==> config.mk <==
export PLATFORM = sky130hd
export DESIGN_NAME = rx_pd_multi
export DESIGN_NICKNAME = d
export VERILOG_FILES = /design/src/rtl/rx_pd_pkg.sv /design/src/rtl/rx_pd_hist.sv /design/src/rtl/rx_pd_multi.sv
export SDC_FILE = /design/constraint.sdc
export NUM_CORES = 1
export LEC_CHECK = 0
export ABC_AREA = 0
export BUFFER_PORTS_ARGS = -buffer_cell sky130_fd_sc_hd__buf_2
export CORE_MARGIN = 8
export CORE_UTILIZATION = 54
export DETAILED_ROUTE_END_ITERATION = 6
export GPL_TIMING_DRIVEN = 0
export HOLD_SLACK_MARGIN = 0.15
export PLACE_DENSITY = 0.72
export SETUP_SLACK_MARGIN = 0.2
export SLEW_MARGIN = 5
export SYNTH_ARGS = -nofsm -noshare
export SYNTH_HDL_FRONTEND = slang
export SYNTH_HIERARCHICAL = 1
export SYNTH_SLANG_ARGS = --single-unit
==> constraint.sdc <==
create_clock -name clk -period 7.6 [get_ports clk]
set_input_delay 1.9 -clock clk [delete_from_list [all_inputs] [get_ports clk]]
set_output_delay 1.9 -clock clk [all_outputs]
set_load 0.02 [all_outputs]
==> src/rtl/rx_pd_pkg.sv <==
// rtl/rx_pd_pkg.sv - state encoding and config helpers shared by the rx_pd packet detector
package rx_pd_pkg;

    typedef enum logic [1:0] {
        ST_IDLE   = 2'd0,
        ST_FILL   = 2'd1,
        ST_HUNT   = 2'd2,
        ST_LOCKED = 2'd3
    } pd_state_e;

    // Period 0 means "compare with the previous symbol"; oversize periods fall back to the deepest tap.
    function automatic int unsigned clamp_period(input int unsigned period, input int unsigned max_period);
        if (period == 0) return 1;
        if (period > max_period) return max_period;
        return period;
    endfunction

endpackage

==> src/rtl/rx_pd_hist.sv <==
// rtl/rx_pd_hist.sv - symbol delay line with a tap P symbols back and a tap one symbol back
module rx_pd_hist #(
    parameter int SYM_W      = 2,
    parameter int MAX_PERIOD = 8,
    parameter int PER_W      = 4
) (
    input  logic             clk,
    input  logic             rst,
    input  logic             i_clr,
    input  logic             i_shift,
    input  logic [SYM_W-1:0] i_sym,
    input  logic [PER_W-1:0] i_period,
    output logic [SYM_W-1:0] o_tap_p,
    output logic [SYM_W-1:0] o_tap_0
);

    logic [SYM_W-1:0] r_hist [MAX_PERIOD];

    always_ff @(posedge clk) begin
        if (rst || i_clr) begin
            for (int i = 0; i < MAX_PERIOD; i++) r_hist[i] <= '0;
        end else if (i_shift) begin
            r_hist[0] <= i_sym;
            for (int i = 1; i < MAX_PERIOD; i++) r_hist[i] <= r_hist[i-1];
        end
    end

    // r_hist[k] holds the symbol received k+1 valids ago.
    always_comb begin
        o_tap_p = r_hist[0];
        for (int i = 0; i < MAX_PERIOD; i++) begin
            if (i_period == PER_W'(i + 1)) o_tap_p = r_hist[i];
        end
    end

    assign o_tap_0 = r_hist[0];

endmodule

==> src/rtl/rx_pd_multi.sv <==
// rtl/rx_pd_multi.sv - periodic-preamble packet detector with error tolerance and auto-release
module rx_pd_multi
    import rx_pd_pkg::*;
#(
    parameter int SYM_W      = 2,
    parameter int MAX_PERIOD = 8,
    parameter int PER_W      = 4,
    parameter int CNT_W      = 8,
    parameter int LEN_W      = 16
) (
    input  logic             clk,
    input  logic             rst,
    input  logic             sym_valid,
    input  logic [SYM_W-1:0] sym,
    input  logic             SD_flag,
    input  logic             disassert_PD,
    input  logic [PER_W-1:0] cfg_period,
    input  logic [CNT_W-1:0] cfg_window,
    input  logic [CNT_W-1:0] cfg_max_err,
    input  logic [LEN_W-1:0] cfg_pkt_len,
    output logic             PD_flag,
    output logic             PD_pulse,
    output logic [CNT_W-1:0] lock_err
);

    pd_state_e        r_state, w_state_n;
    logic [PER_W-1:0] r_period, r_fill, w_fill_n;
    logic [CNT_W-1:0] r_window, r_max_err;
    logic [LEN_W-1:0] r_pkt_len, r_pkt, w_pkt_n, w_pkt_inc;
    logic [CNT_W-1:0] r_hit, w_hit_n, w_hit_inc;
    logic [CNT_W-1:0] r_err, w_err_n, w_err_inc;
    logic [CNT_W-1:0] r_lock_err, w_lock_err_n;
    logic             r_trans, w_trans_n;
    logic             r_pd, w_pd_n, r_pulse, w_pulse_n;
    logic             w_latch_cfg, w_shift, w_release, w_hist_clr;
    logic             w_match, w_changed;
    logic [SYM_W-1:0] w_tap_p, w_tap_0;

    rx_pd_hist #(
        .SYM_W      (SYM_W),
        .MAX_PERIOD (MAX_PERIOD),
        .PER_W      (PER_W)
    ) u_hist (
        .clk      (clk),
        .rst      (rst),
        .i_clr    (w_hist_clr),
        .i_shift  (w_shift),
        .i_sym    (sym),
        .i_period (r_period),
        .o_tap_p  (w_tap_p),
        .o_tap_0  (w_tap_0)
    );

    always_ff @(posedge clk) begin
        if (rst) r_state <= ST_IDLE;
        else     r_state <= w_state_n;
    end

    always_comb begin
        w_state_n    = r_state;
        w_fill_n     = r_fill;
        w_hit_n      = r_hit;
        w_err_n      = r_err;
        w_trans_n    = r_trans;
        w_pkt_n      = r_pkt;
        w_pd_n       = r_pd;
        w_pulse_n    = 1'b0;
        w_lock_err_n = r_lock_err;
        w_latch_cfg  = 1'b0;
        w_shift      = 1'b0;
        w_release    = 1'b0;
        w_hist_clr   = 1'b0;
        w_hit_inc    = (r_hit >= r_window) ? r_hit : r_hit + CNT_W'(1);
        w_err_inc    = (r_err == '1) ? r_err : r_err + CNT_W'(1);
        w_pkt_inc    = (r_pkt == '1) ? r_pkt : r_pkt + LEN_W'(1);
        w_match      = (sym == w_tap_p);
        w_changed    = (sym != w_tap_0);

        if (!SD_flag) begin
            w_state_n    = ST_IDLE;
            w_fill_n     = '0;
            w_hit_n      = '0;
            w_err_n      = '0;
            w_trans_n    = 1'b0;
            w_pkt_n      = '0;
            w_pd_n       = 1'b0;
            w_lock_err_n = '0;
            w_hist_clr   = 1'b1;
        end else if (r_state == ST_IDLE) begin
            w_state_n   = ST_FILL;
            w_latch_cfg = 1'b1;
        end else if (disassert_PD) begin
            w_release = 1'b1;
        end else if (sym_valid) begin
            w_shift = 1'b1;
            case (r_state)
                ST_FILL: begin
                    if (r_fill + PER_W'(1) >= r_period) begin
                        w_state_n = ST_HUNT;
                        w_fill_n  = '0;
                    end else begin
                        w_fill_n = r_fill + PER_W'(1);
                    end
                end
                ST_HUNT: begin
                    if (w_match) begin
                        w_hit_n   = w_hit_inc;
                        w_trans_n = r_trans | w_changed;
                    end else if (w_err_inc > r_max_err) begin
                        w_hit_n   = '0;
                        w_err_n   = '0;
                        w_trans_n = 1'b0;
                    end else begin
                        w_err_n   = w_err_inc;
                        w_trans_n = r_trans | w_changed;
                    end
                    // trans rejects DC input that would otherwise match at every period.
                    if (w_hit_n >= r_window && w_trans_n) begin
                        w_state_n    = ST_LOCKED;
                        w_pd_n       = 1'b1;
                        w_pulse_n    = 1'b1;
                        w_lock_err_n = w_err_n;
                        w_pkt_n      = '0;
                    end
                end
                ST_LOCKED: begin
                    w_pkt_n = w_pkt_inc;
                    if (r_pkt_len != '0 && w_pkt_inc == r_pkt_len) w_release = 1'b1;
                end
                default: ;
            endcase
        end

        if (w_release) begin
            w_state_n  = ST_FILL;
            w_fill_n   = '0;
            w_hit_n    = '0;
            w_err_n    = '0;
            w_trans_n  = 1'b0;
            w_pkt_n    = '0;
            w_pd_n     = 1'b0;
            w_shift    = 1'b0;
            w_hist_clr = 1'b1;
        end
    end

    always_ff @(posedge clk) begin
        if (rst) begin
            r_period   <= PER_W'(1);
            r_window   <= CNT_W'(1);
            r_max_err  <= '0;
            r_pkt_len  <= '0;
            r_fill     <= '0;
            r_hit      <= '0;
            r_err      <= '0;
            r_trans    <= 1'b0;
            r_pkt      <= '0;
            r_pd       <= 1'b0;
            r_pulse    <= 1'b0;
            r_lock_err <= '0;
        end else begin
            if (w_latch_cfg) begin
                r_period  <= PER_W'(clamp_period(32'(cfg_period), MAX_PERIOD));
                r_window  <= (cfg_window == '0) ? CNT_W'(1) : cfg_window;
                r_max_err <= cfg_max_err;
                r_pkt_len <= cfg_pkt_len;
            end
            r_fill     <= w_fill_n;
            r_hit      <= w_hit_n;
            r_err      <= w_err_n;
            r_trans    <= w_trans_n;
            r_pkt      <= w_pkt_n;
            r_pd       <= w_pd_n;
            r_pulse    <= w_pulse_n;
            r_lock_err <= w_lock_err_n;
        end
    end

    assign PD_flag  = r_pd;
    assign PD_pulse = r_pulse;
    assign lock_err = r_lock_err;

endmodule

After elaboration in Yosys (flattened, before gate mapping):

Memories as Yosys holds them, arrays and structs flattened.
Cells that the tools add are included.

* register bits after elaboration: 85
* RAM bits: 16
* input port bits: 43
* output and inout port bits: 10
* word-level logic and storage cells: 157
* memories kept: 1

Memories
* u_hist.r_hist: words 8, bits a word 2, read ports 8, clocked after Yosys merged registers in 0, write ports 8, line rx_pd_hist.sv:17 `logic [SYM_W-1:0] r_hist [MAX_PERIOD];`

* add/sub/neg operators: 4
* magnitude comparators: 5
* equal/unequal tests: 22
* muxes and demuxes: 78
* bitwise operators: 14
* reductions and logical operators: 19

Operators with widths (number)
* $mux 8: 12
* $mux 1: 41
* $mux 2: 17
* $mux 16: 2
* $pmux 16 s2: 1
* $reduce_and 5->1: 4
* $add 16x1->16 const B: 1
* $add 8x1->8 const B: 2
* $eq 16x16->1: 1
* $eq 16x16->1 const B: 1
* $eq 4x3->1 const B: 4
* $ge 8x8->1: 2
* $mux 4: 4
* $reduce_bool 16->1: 1
* $ne 5x5->1 const B: 2
* $or 1x1->1: 9
* $eq 4x2->1 const B: 2
* $eq 8x8->1 const B: 1
* $gt 8x8->1: 1
* $logic_not 8->1: 1
* $ne 4x2->1 const B: 2
* $reduce_and 4->1: 2
* $reduce_or 6->1: 1
* $ne 5x1->1 const B: 1
* 19 further kinds: 27

Longest topological paths before layout:

* depth after elaboration: 24
* gate-level depth with buffers: 25
* mapped depth without buffers: 23

Hierarchy:

The synthesis kept the hierarchy.

By module, submodules not included
* rx_pd_multi: times used 1, cells an instance 668, area each 5223.8 sq um, seq. area each 1701.6 sq um
* rx_pd_hist: times used 1, cells an instance 75, area each 875.8 sq um, seq. area each 480.5 sq um

Worst setup path before layout:

Ideal clock, no wire load.

* kind: input-to-reg
* start point: input sym[0]
* end point: register r_pkt[15]
* setup time: 70 ps
* arrival: 5208 ps
* required time: 7530 ps
* setup slack: 2323 ps
* stages: 16
* buffers on the path: 2
* cells stage by stage: xnor2_1 -> nand2_1 -> a2111oi_2 -> nand4_1 -> nand3_1 -> o21ai_0 -> ha_1 -> o2111ai_1 -> o21ai_0 -> a21oi_1 -> o41ai_1 -> and2_1 -> clkbuf_1 -> clkbuf_1 -> nand3_1 -> a21oi_1

* longest elaborated chain between the ends: 12
* elaborated cells between the ends (all ways): 20
* classes of those cells: 1 x order compare; 3 x eq/ne; 13 x mux; 1 x bitwise; 2 x reduce/logical

RTL lines
* start, declared: line rx_pd_multi.sv:14 `input logic [SYM_W-1:0] sym,`
* branches (longest 9 deep; another with $ge 8x8->1)
* $logic_and 1x1->1 (*): line rx_pd_multi.sv:118 `if (w_hit_n >= r_window && w_trans_n) begin`
* $ne 2x2->1 (no line) (*)
* $reduce_and 5->1 (no line) (*)
* end signal, assigned: line rx_pd_multi.sv:172 `r_pkt <= w_pkt_n;`
* end, declared: line rx_pd_multi.sv:29 `logic [LEN_W-1:0] r_pkt_len, r_pkt, w_pkt_n, w_pkt_inc;`

Mark *: on every way between the ends. The select of a mux whose other input is x is not followed.
A chain may end at the register's enable or synchronous reset.

Worst setup path after layout:

* start point: register r_err[0]
* end point: register r_pkt[6]

* longest elaborated chain between the ends: 14
* elaborated cells between the ends (all ways): 22
* classes of those cells: 1 x add/sub; 2 x order compare; 2 x eq/ne; 15 x mux; 2 x reduce/logical

RTL lines
* start, declared: line rx_pd_multi.sv:31 `logic [CNT_W-1:0] r_err, w_err_n, w_err_inc;`
* start signal, assigned: line rx_pd_multi.sv:170 `r_err <= w_err_n;`
* $add 8x1->8 or $eq 8x8->1 (tied branches): line rx_pd_multi.sv:74 `w_err_inc = (r_err == '1) ? r_err : r_err + CNT_W'(1);`
* $mux 8 (*): line rx_pd_multi.sv:74
* $gt 8x8->1 (*): line rx_pd_multi.sv:109 `end else if (w_err_inc > r_max_err) begin`
* $mux 8: line rx_pd_multi.sv:109
* $mux 8: line rx_pd_multi.sv:106 `if (w_match) begin`
* $mux 8: line rx_pd_multi.sv:96 `case (r_state)`
* $mux 8: line rx_pd_multi.sv:94 `end else if (sym_valid) begin`
* $mux 8: line rx_pd_multi.sv:92 `end else if (disassert_PD) begin`
* $mux 8: line rx_pd_multi.sv:89 `end else if (r_state == ST_IDLE) begin`
* $mux 8: line rx_pd_multi.sv:79 `if (!SD_flag) begin`
* $ge 8x8->1: line rx_pd_multi.sv:118
* $logic_and 1x1->1 (*): line rx_pd_multi.sv:118
* $ne 2x2->1 (no line) (*)
* $reduce_and 5->1 (no line) (*)

Mark *: on every way between the ends. The rest lies on a longest branch, timed or not. The select of a mux whose other input is x is not followed.

==> metrics.md <==
| Metric | Value |
|---|---|
| Fin. max-slew vios | 0 |
| Final period utilization | 0.843 |
| FF-to-FF End | r_pkt[6] |
| Commonest non-fill, non-tap cell in the layout | nand2_1 |
| Routed vias | between 5000 and 6000 |
| Pwr dens | 173 nW/um^2 |
| Syn_nets | 822 |
| CP Max Fanout | 10 |
| Detail Route Antenna Nets | 0 |
| CTS Root Cell | clkbuf_16 |
| Layout cell share with drive strength beyond 1 | 0.115 |
| Final setup violation count | 0 |
| R2R depth | 23 |
| Hold Path Sink | r_window[4] |
| Layout Utilization | 0.609 |
| Gr usage total | 0.233 |
| Clock slew at reported path FFs | 0.07 ns |
| Arrival time worst endpoint | approximately 6.7 ns |
| Crit Path Category | flop to flop |
| Diodes inserted | 0 |
| Pin count of the biggest net entering global routing | 17 |
| Slew headroom | 0.465 |
| Slowest stage delay, CP | between 0.5 and 0.6 ns |
| Worst hold stages | 2 |
| YS warnings | 6 |
| IO buf count | 52 |
| Top_reg_cell synth | dfxtp_1 |
| Total design power | 1.18 mW |
| Initial core utilization | 0.543 |
| Crit. End Element | flop |
| Register area share after synthesis | 0.358 |
| GR Overflow Total | 0 |
| Synth Instances | between 700 and 800 |
| Commonest non-fill, non-tap cells in the layout | 101 x nand2_1, 85 x dfxtp_1, 71 x a21oi_1 |
| Total of max-cap violations | 0 |
| Post-DR wirelength/cell | about 18 um |
| Hold Vio Cnt, Final | 0 |
| Die H | about 120 um |
| Synth area leader | dfxtp_1 |
| DRT Wirelength | 16800 um |
| Post-DR vias/cell | ~6.0 |
| CTS Sinks | roughly 100 |
| Outcome | completed |
| Unrepaired setup endpoints after global routing | false |
| Mapped cell area | roughly 6100 sq um |
| Pre-CTS setup slack | 1.09 ns |
| First-pass GRT wire length | 27800 um |
| Cell chain of the critical path | ha_1 > nand2_1 > nor2_1 > nand3_1 > mux2_2 > ha_1 > nor2b_1 > o211ai_1 > a21o_1 > a21boi_1 > nand2_1 > nand3_1 > o21ai_0 > ha_1 > o2111ai_1 > o21ai_0 > a21oi_1 > o41ai_1 > and2_1 > clkbuf_1 > clkbuf_1 > nand3_1 > a21oi_1 |
| Share of the synthesized area in the top cell type | 0.279 |
| Row cnt | 39 |
| Synth Register Bits | roughly 100 |
| Dpl hpwl | between 10000 and 15000 um |
| Drt first-iter violations | ~420 |
| Drc violations | 0 |
| Placed cell areas | 6540 sq um |
| Initial antenna violation count | 0 |
| Setup tns final | 0 ns |
| Netlist cell types | 73 |
| Worst setup margin | 1.20 ns |
| Leak | ~2.6 nW |
| Critical Path RT | 7.90 ns |
| Mean post-synth cell area | between 8 and 9 sq um |
| Placer Congestion | 0.914 |
| # nets final | between 800 and 900 |
| TritonCTS Buffers | 9 |
| Ys async rst share | 0 |
| Final min period | between 6 and 7 ns |
| TritonCTS clock tree | done |
| CTS HTree Levels | 3 |
| Area Overhead vs Synth | 12.1% |
| CTS-repair resized insts | 0 |
| Least-Margin Pin Slew | roughly 0.8 ns |
| Clock Path Buffers | 2 |
| Top cells by area, synth | dfxtp_1 28%, edfxtp_1 7.9%, ha_1 7.4%, nand2_1 6.2%, a21oi_1 5.8% |
| Die footprint | between 10000 and 15000 sq um |
| Die width | 122 um |
| EDFF count, synth | 16 |
| CTS hold repair buffers | 0 |
| Critical R2R Launch | r_err[0] |
| IO Pins | between 50 and 60 |
| Hold Crit Start | r_window[4] |
| Crit-path slowest cell | a21boi_1 |
| Tightest Hold Check Type | flop to flop |
| R2R Setup Slk | approximately 1.2 ns |
| Core area | 11200 sq um |
| Post-CTS setup buffer count | 0 |
| DRT Pass-1 Iters | 7 |
| VDD IR max | ~0.00017 V |
| Startpoint Class | flop |
| Worst-Skew Late Latency | between 0.3 and 0.4 ns |
| Setup Skew | between 0.01 and 0.015 ns |
| Fmax | 0.156 GHz |
| Final non-filler cell area | just under 7000 sq um |
| Number of global-route vias before repair | between 5000 and 6000 |
[worst max-delay path by stage]
stage / start / end / slack (ns)
3_3_place_gp: sym[0] / r_pkt[4] / 1.05
6_report: r_err[0] / r_pkt[6] / 1.20
2_1_floorplan: sym[0] / r_pkt[15] / 2.32
4_1_cts: r_err[0] / r_pkt[6] / 1.33
5_1_grt: r_err[0] / r_pkt[11] / 0.75
3_5_place_dp: sym[1] / r_pkt[6] / 1.09
[flip-flops by register name, indices dropped and copies added, names as in the netlist]
register and flops:
r_pkt 16, r_max_err 8, PD_pulse 1, r_err 8, r_hit 8, PD_flag 1
r_window 8, r_trans 1, u_hist/r_hist 16, r_pkt_len 16, r_fill 4, lock_err 8
r_period 4, r_state 2
[final cells by class]
cell class | instances | area (sq um)
fillers | 1032 | 4390
multi-input cells | 570 | 3610
flip-flops and latches | 101 | 2180
clock buffers | 13 | 272
repair buffers | 52 | 260
plain buffers | 41 | 195
well taps | 143 | 179
inverters | 31 | 116
clock inverters | 3 | 25.0
[metrics by stage]
step / instances / hold slack (ns)
after floorplan: 743 / 0.436
after global placement: 938 / 0.446
after detailed placement: 938 / 0.448
after CTS: 954 / 0.458
after global routing: 954 / 0.482
final: 954 / 0.459
[cell usage after synthesis, drive strengths merged, types with 6 or more instances]
cell type,count
nand2,101
dfxtp,85
a21oi,71
nor2,54
ha,36
inv,31
clkbuf,27
a211oi,26
nand3,25
o21ai,25
xnor2,19
and3,17
edfxtp,16
nor3,16
buf,14
nand2b,14
and2,13
nor2b,12
nor4,12
xor2,12
nand4,11
a31oi,10
a22oi,7
nand3b,6
o31ai,6
[metal layers]
layer / track usage / up-vias / part of all wire
li1: - / 2812 / -
met1: 0.289 / 2704 / 0.44
met2: 0.386 / 178 / 0.48
met3: 0.0492 / 41 / 0.054
met4: 0.0990 / 0 / 0.028
met5: 0 / - / 0
[power breakdown]
group	switching, mW	total, mW	internal [mW]
Combinational	0.0858	0.139	0.0527
Clock	0.214	0.468	0.254
Sequential	0.0144	0.573	0.558
Total	0.314	1.18	0.865
[critical path: cells and delay by family, from the launching register on]
family / cells / cell delay [ns]
adder cells (fa/ha/maj): 3 / 0.83
flip-flops: 1 / 0.44
buffers and inverters: 2 / 1.03
AO/OA/AOI/OAI: 9 / 1.99
AND/OR/NAND/NOR: 8 / 1.64
multiplexers: 1 / 0.37
[kinds of logic (layout without fill, tap and decap cells)]
group                    after synthesis  after routing  share of synthesized area
AND/OR/NAND/NOR                      307            307                      0.259
AO/OA/AOI/OAI                        188            188                      0.200
buffers and inverters                 72            140                     0.0511
multiplexers                           8              8                     0.0137
adder cells (fa/ha/maj)               36             36                     0.0738
XOR/XNOR                              31             31                     0.0445
flip-flops                           101            101                      0.358
Note: power is estimated with default switching activity, not from simulation.
